### src/rtl/slot_scheduler.sv
// Inventory-round sequencer: decodes Query/QueryRep/QueryAdjust, keeps Q, strobes the slot generator.
// Latency: command accepted at edge N, strobe after N, o_reply_en/ARB decision visible after N+3.
// Backpressure: none upstream; commands arriving while busy are dropped and flagged on o_cmd_drop.
module slot_scheduler #(
   parameter logic [3:0] Q_DEFAULT = 4'd4
) (
   input  logic       clk,
   input  logic       rst_n,
   input  logic       i_cmd_valid,
   input  logic [1:0] i_cmd_type,
   input  logic [3:0] i_q_new,
   input  logic [2:0] i_updn,
   input  logic       i_seed_req,
   input  logic       i_ack_done,
   input  logic       i_slotz_rng,
   output logic [3:0] o_q,
   output logic       o_newSlot,
   output logic       o_decSlot,
   output logic       o_seed_in,
   output logic       o_reply_en,
   output logic       o_busy,
   output logic       o_cmd_drop
);

   typedef enum logic [2:0] {
      S_IDLE   = 3'd0,
      S_SEED   = 3'd1,
      S_DRAW   = 3'd2,
      S_DEC    = 3'd3,
      S_SETTLE = 3'd4,
      S_CHECK  = 3'd5,
      S_ARB    = 3'd6,
      S_REPLY  = 3'd7
   } state_t;

   localparam logic [1:0] CMD_QUERY  = 2'b00;
   localparam logic [1:0] CMD_REP    = 2'b01;
   localparam logic [1:0] CMD_ADJUST = 2'b10;
   localparam logic [1:0] CMD_RSVD   = 2'b11;

   state_t     state_q, state_d;
   logic [3:0] q_q, q_d;
   logic       new_slot_q, new_slot_d;
   logic       dec_slot_q, dec_slot_d;
   logic       seed_in_q, seed_in_d;
   logic       reply_en_q, reply_en_d;
   logic       busy_q, busy_d;
   logic       cmd_drop_q, cmd_drop_d;

   logic       accepting;
   logic       cmd_ok;

   // Next-state, Q update and strobe decode; outputs are registered from the next state.
   always_comb begin
      state_d    = state_q;
      q_d        = q_q;
      new_slot_d = 1'b0;
      dec_slot_d = 1'b0;
      seed_in_d  = 1'b0;
      cmd_drop_d = 1'b0;

      // Reserved command type behaves as if no command arrived at all.
      cmd_ok    = i_cmd_valid && (i_cmd_type != CMD_RSVD);
      accepting = (state_q == S_IDLE) || (state_q == S_ARB) || (state_q == S_REPLY);

      if (accepting) begin
         if (i_seed_req) begin
            state_d    = S_SEED;
            seed_in_d  = 1'b1;
            cmd_drop_d = cmd_ok;
         end else if (cmd_ok && (i_cmd_type == CMD_QUERY)) begin
            q_d        = i_q_new;
            state_d    = S_DRAW;
            new_slot_d = 1'b1;
         end else if (cmd_ok && (i_cmd_type == CMD_ADJUST)) begin
            if ((i_updn == 3'b110) && (q_q != 4'd15)) begin
               q_d = q_q + 4'd1;
            end else if ((i_updn == 3'b011) && (q_q != 4'd0)) begin
               q_d = q_q - 4'd1;
            end
            state_d    = S_DRAW;
            new_slot_d = 1'b1;
         end else if (cmd_ok && (i_cmd_type == CMD_REP) && (state_q != S_IDLE)) begin
            state_d    = S_DEC;
            dec_slot_d = 1'b1;
         end else if (i_ack_done && (state_q == S_REPLY)) begin
            state_d = S_IDLE;
         end
      end else begin
         cmd_drop_d = cmd_ok;
         case (state_q)
            S_SEED:   state_d = S_IDLE;
            S_DRAW:   state_d = S_SETTLE;
            S_DEC:    state_d = S_SETTLE;
            // Generator updates its slot during this cycle; slot-zero is valid next cycle.
            S_SETTLE: state_d = S_CHECK;
            S_CHECK:  state_d = i_slotz_rng ? S_REPLY : S_ARB;
            default:  state_d = S_IDLE;
         endcase
      end

      reply_en_d = (state_d == S_REPLY);
      busy_d     = (state_d == S_SEED) || (state_d == S_DRAW) || (state_d == S_DEC) ||
                   (state_d == S_SETTLE) || (state_d == S_CHECK);
   end

   // State, Q and registered outputs; reset aborts any pass in flight.
   always_ff @(posedge clk or negedge rst_n) begin
      if (!rst_n) begin
         state_q    <= S_IDLE;
         q_q        <= Q_DEFAULT;
         new_slot_q <= 1'b0;
         dec_slot_q <= 1'b0;
         seed_in_q  <= 1'b0;
         reply_en_q <= 1'b0;
         busy_q     <= 1'b0;
         cmd_drop_q <= 1'b0;
      end else begin
         state_q    <= state_d;
         q_q        <= q_d;
         new_slot_q <= new_slot_d;
         dec_slot_q <= dec_slot_d;
         seed_in_q  <= seed_in_d;
         reply_en_q <= reply_en_d;
         busy_q     <= busy_d;
         cmd_drop_q <= cmd_drop_d;
      end
   end

   assign o_q        = q_q;
   assign o_newSlot  = new_slot_q;
   assign o_decSlot  = dec_slot_q;
   assign o_seed_in  = seed_in_q;
   assign o_reply_en = reply_en_q;
   assign o_busy     = busy_q;
   assign o_cmd_drop = cmd_drop_q;

endmodule

### config.mk
export PLATFORM = sky130hd
export DESIGN_NAME = slot_scheduler
export DESIGN_NICKNAME = d
export VERILOG_FILES = /design/src/rtl/slot_scheduler.sv
export SDC_FILE = /design/constraint.sdc
export NUM_CORES = 1
export LEC_CHECK = 0
export BUFFER_PORTS_ARGS = -buffer_cell sky130_fd_sc_hd__clkbuf_2
export CAP_MARGIN = 25
export CORE_AREA = 2 2 49 51
export CTS_CLUSTER_DIAMETER = 50
export DETAILED_ROUTE_END_ITERATION = 10
export DIE_AREA = 0 0 51 53
export PLACE_DENSITY = 0.63
export SETUP_SLACK_MARGIN = 0.15
export SLEW_MARGIN = 30
export SYNTH_ARGS = -nofsm -noshare
export SYNTH_HDL_FRONTEND = slang
export SYNTH_SLANG_ARGS = --single-unit
### constraint.sdc
create_clock -name clk -period 2.8 [get_ports clk]
set_input_delay 0.56 -clock clk [delete_from_list [all_inputs] [get_ports clk]]
set_output_delay 0.56 -clock clk [all_outputs]
set_load 0.05 [all_outputs]
# Yosys cells after proc, flatten, opt, wreduce, memory -nomap -nowiden
# Cells that the tools add are included.
op_classes:
  muxes: 25
  eq_ne: 18
  n_addsub: 2
  bitwise: 1
  n_reduce_logical: 22
op_table:
  columns: ["operator", "count"]
  rows:
  - ["3-bit equality test (second input constant)", 8]
  - ["3-bit two-way mux", 6]
  - ["4-bit two-way mux", 4]
  - ["3-bit by 2-bit equality test with 1-bit output (second input constant)", 5]
  - ["1-bit two-way mux", 14]
  - ["3-bit case mux with 3 select lines", 1]
  - ["1-bit logical AND", 8]
  - ["1-bit logical OR", 6]
  - ["3-bit nonzero test", 2]
  - ["4-bit by 1-bit adder with 4-bit output (second input constant)", 1]
  - ["4-bit != test (second input constant)", 1]
  - ["4-bit AND reduction", 1]
  - ["4-bit nonzero test", 1]
  - ["4-bit by 1-bit subtractor with 4-bit output (second input constant)", 1]
  - ["3-bit by 1-bit equality test with 1-bit output (second input constant)", 1]
  - ["3-bit zero test", 1]
  - ["2-bit by 1-bit equality test with 1-bit output (second input constant)", 1]
  - ["2-bit equality test (second input constant)", 1]
  - ["2-bit zero test", 1]
  - ["2-bit != test (second input constant)", 1]
  - ["2-bit nonzero test", 1]
  - ["2-bit OR reduction", 1]
  - ["1-bit NOT", 1]
word_totals:
  reg_bits: 13
  output_inout_bits: 10

# Depth between registers and ports, before layout
depth:
  depth_word: 14
  mapped_depth: 8
  mapped_depth_nobuf: 8

# Worst setup path after synthesis
# Ideal clock, no wire load.
synth_timing:
  path_kind: "register -> register"
  from: "register q_q[0], in the netlist o_q[0]"
  to: "register q_q[3], in the netlist o_q[3]"
  stages_incl_launch_ff: 9
  period_less_slack_ps: 2307
  setup_time_ps: 125
  slack_ps: 493
  arrival_time_ps: 2182
  path_cell_list: "dfrtp_1 -> nand4_1 -> nand2_1 -> ha_1 -> a21o_1 -> a21oi_1 -> nor4bb_1 -> nor3_1 -> mux2_4"
synth_between:
  elab_chain_cells: 5
  elab_cells_between_ends: 12
  classes_between: "add/sub (2); eq/ne (1); mux (4); reduce/logical (5)"
synth_lines:
  columns: ["element", "line_no", "rtl"]
  rows:
  - ["start: declaration", "42", "logic [3:0] q_q, q_d;"]
  - ["start signal: assignment", "120", "q_q <= q_d;"]
  - ["4-bit by 1-bit subtractor with 4-bit output or 4-bit != test (tied branches)", "79, 76", null]
  - ["4-bit two-way mux or 1-bit logical AND (tied branches)", "78, 76", null]
  - ["4-bit two-way mux", "76", "if ((i_updn == 3'b110) && (q_q != 4'd15)) begin"]
  - ["4-bit two-way mux", "75", "end else if (cmd_ok && (i_cmd_type == CMD_ADJUST)) begin"]
  - ["4-bit two-way mux", "71", "end else if (cmd_ok && (i_cmd_type == CMD_QUERY)) begin"]
# Parallel ways exist; a longest one is shown, timed or not. The select of a mux whose other input is x is not followed.
# A chain may end at the register's enable or synchronous reset.

# Worst setup path after layout
layout_timing:
  from: "register q_q[2], in the netlist o_q[2]"
  to: "register q_q[3], in the netlist o_q[3]"
# Same word-level chain as after synthesis.

==> results.json <==
{
  "hpwl_mm": 1.38,
  "layout.nets": 128,
  "drive_gt1_share_pct": 36.7,
  "rsz0062_at_grt": "false",
  "row_count": 17,
  "ios": 25,
  "ys_types": 42,
  "worst-endpoint-arrival_ps": 2360,
  "achievable_frequency_mhz": 456,
  "core_sq_mm": 0.00215,
  "dr_wl_met3_um": 80,
  "clkSinkCount": 13,
  "largest_net_degree_at_the_start_of_global_routing": 14,
  "final_antenna_net_count": 0,
  "clk_path_buf_depth": 2,
  "worst_skew_pair_latency_ps": 280,
  "flow.area_growth_from_synthesis_pct": 20.6,
  "timing.critical_path.required_ps": 2970,
  "hold_viol_final": 0,
  "outcome": "complete, no violations",
  "maxSlewViolCount": 0,
  "h_tree_level_count": 1,
  "initial_utilization_pct": 39.3,
  "highest_layer": "met4",
  "drt_drc_violations_left": 0,
  "end_kind": "register",
  "wirelength_mm": 1.63,
  "count_of_vias_placed_by_the_detailed_router": 705,
  "grt_pass1_vias": 640,
  "timing.setup.critical_path_class": "reg -> reg",
  "postCtsHoldBufs": 0,
  "worst_hold_path_type": "in -> async",
  "syn_area_per_cell_sq_um": 10.3,
  "vdd_drop_max_v": 0.000533,
  "clk_transition_reported_paths_ps": 80,
  "final.setup.tns_ps": 0,
  "post-cts-setup-buffers": 0,
  "drt_first_pass_iters": 4,
  "tritoncts.num_buffers": 3,
  "sequential_fraction_of_the_synthesis_area_pct": 38.7,
  "die_height_um": 53,
  "detail_route.iter0.violations": 2,
  "final_min_period_over_clock_period_pct": 78.4,
  "gp_congestion": 0.849,
  "grt_overflow": 0,
  "clockRootBuffer": "sky130_fd_sc_hd__clkbuf_4",
  "final_core_utilization_pct": 47.3,
  "stdcell_count": 137,
  "finalSetupViolations": 0,
  "min_clock_period_post_route_ps": 2190,
  "max_cap_viol_count": 0,
  "syn_nets": 100,
  "clock_skew_after_layout_ps": 0.716,
  "synthesis.yosys.warnings": 0,
  "areal_power_density_over_the_cells_mw_per_mm2": 1160,
  "mapped_cell_area_sq_um": 843,
  "cts_resized": 0,
  "fp.dieArea_sq_mm": 0.00270,
  "grt_antenna_before_repair": 0,
  "grt_pass1_wl_mm": 2.86,
  "met1Wirelength_um": 735,
  "synth_ff_type": "sky130_fd_sc_hd__dfrtp_1",
  "asyncSetResetFlopFracSynth_pct": 100,
  "synth_enable_flop_cells": 0,
  "yosys_register_bits": 13,
  "p_leak_nw": 0.494,
  "relSlewSlack_pct": 72.7,
  "diodes": 0,
  "clock_tree_from_tritoncts": "built",
  "tightestPinTransition_ps": 406,
  "via_per_inst": 5.15,
  "drt-wirelength-per-cell_um": 11.9,
  "netlist_instances": 82,
  "place.detailed.instances": 133,
  "dr_wl_met2_um": 761,
  "die_w_um": 51,
  "crit_fanout": 5,
  "crit_path_start_kind": "register",
  "number_of_i_o_port_buffers": 24,
  "grt_use_total_pct": 14.7
}
-- synth_stat cells, drive strengths merged, types with 2 or more instances --
library cell | count | area (sq um)
ha | 2 | 25.0
a22oi | 2 | 15.0
nand2b | 2 | 12.5
inv | 4 | 15.0
a21o | 2 | 15.0
nor3 | 3 | 20.0
o2bb2ai | 2 | 17.5
o21ai | 2 | 10.0
nor4 | 3 | 33.8
nor2 | 9 | 36.3
mux2 | 4 | 56.3
buf | 2 | 16.3
nand2 | 4 | 15.0
or2 | 2 | 12.5
nand3b | 4 | 30.0
a21oi | 2 | 10.0
a211oi | 2 | 15.0
dfrtp | 12 | 300
nand3 | 2 | 10.0
-- cell type report --
type | instances | area (sq um)
inverters | 4 | 15.0
clock buffers | 3 | 22.5
fillers | 214 | 1130
well taps | 28 | 35.0
flip-flops and latches | 13 | 327
multi-input cells | 63 | 485
repair buffers | 25 | 128
clock inverters | 1 | 5.00
-- critical path, stage by stage (launching register included) --
cell,delay (ps)
sky130_fd_sc_hd__dfstp_2,580
sky130_fd_sc_hd__nand4_1,150
sky130_fd_sc_hd__nand2_1,180
sky130_fd_sc_hd__ha_1,260
sky130_fd_sc_hd__a21o_1,170
sky130_fd_sc_hd__a21oi_1,170
sky130_fd_sc_hd__nor4bb_1,230
sky130_fd_sc_hd__nor3_1,80
sky130_fd_sc_hd__mux2_4,250
-- state kept, by name, indices dropped and copies added (netlist names) --
| signal | count |
|---|---|
| o_decSlot | 1 |
| o_busy | 1 |
| o_cmd_drop | 1 |
| state_q | 3 |
| o_q | 4 |
| o_reply_en | 1 |
| o_seed_in | 1 |
| o_newSlot | 1 |
-- path summary, 6_finish.rpt --
kind	from	end	slack (ps)	cells after the start
setup / recovery	o_q[2]	o_q[3]	610	8
hold / removal	rst_n	o_seed_in	160	1
setup reg to reg	o_q[2]	o_q[3]	610	8
hold reg to reg	o_q[3]	o_q[3]	660	1
max in group asynchronous	rst_n	o_q[2]	2360	1
min in group clk	i_seed_req	o_decSlot	550	2
-- routing by layer --
| layer | vias up | GRT usage, % |
|---|---|---|
| met2 | 21 | 22.5 |
| met5 | - | 0 |
| li1 | 359 | - |
| met4 | 0 | 10.8 |
| met3 | 5 | 1.13 |
| met1 | 320 | 19.4 |
-- where the power goes --
part           switching (mW)  internal, mW  leakage [nW]
sequential              0.116         0.268         0.160
clock                  0.0619        0.0530        0.0177
combinational           0.422         0.258         0.317
-- placed cells by master (no fill, tap or decap), types with 2 or more instances in the layout --
cell / instances
sky130_fd_sc_hd__o21ai_0: 2
sky130_fd_sc_hd__a21o_1: 2
sky130_fd_sc_hd__nor4_1: 2
sky130_fd_sc_hd__nand2b_1: 2
sky130_fd_sc_hd__nand3_1: 2
sky130_fd_sc_hd__nor2_1: 8
sky130_fd_sc_hd__clkbuf_4: 3
sky130_fd_sc_hd__ha_1: 2
sky130_fd_sc_hd__inv_1: 4
sky130_fd_sc_hd__dfrtp_1: 12
sky130_fd_sc_hd__nor3_1: 2
sky130_fd_sc_hd__clkbuf_2: 24
sky130_fd_sc_hd__a22oi_1: 2
sky130_fd_sc_hd__mux2_4: 3
sky130_fd_sc_hd__nand3b_1: 4
sky130_fd_sc_hd__a21oi_1: 2
sky130_fd_sc_hd__a211oi_1: 2
sky130_fd_sc_hd__o2bb2ai_1: 2
sky130_fd_sc_hd__nand2_1: 4
-- logic make-up after synthesis --
kind of cell               Yosys count  synth area share (%)
muxes                                5                  7.86
DFF                                 13                  38.7
and+or+nand+nor                     34                  24.6
buffers and inverters                6                  3.71
AOI/OAI and AO/OA                   19                  17.7
adders and majority gates            3                  5.34
xor gates and xnor gates             2                  2.08
-- stage by stage --
stage                     area [sq um]  hold slack [ps]  setup slack (ps)  power, mW
final                             1020              156               606       1.18
after floorplan                    843              264               493      0.939
after global routing              1020              172               319       1.29
after global placement             990              461               479       1.06
after detailed placement           990              467               420       1.07
after CTS                         1020              162               599       1.19
Power figures use the tool's default switching activity.
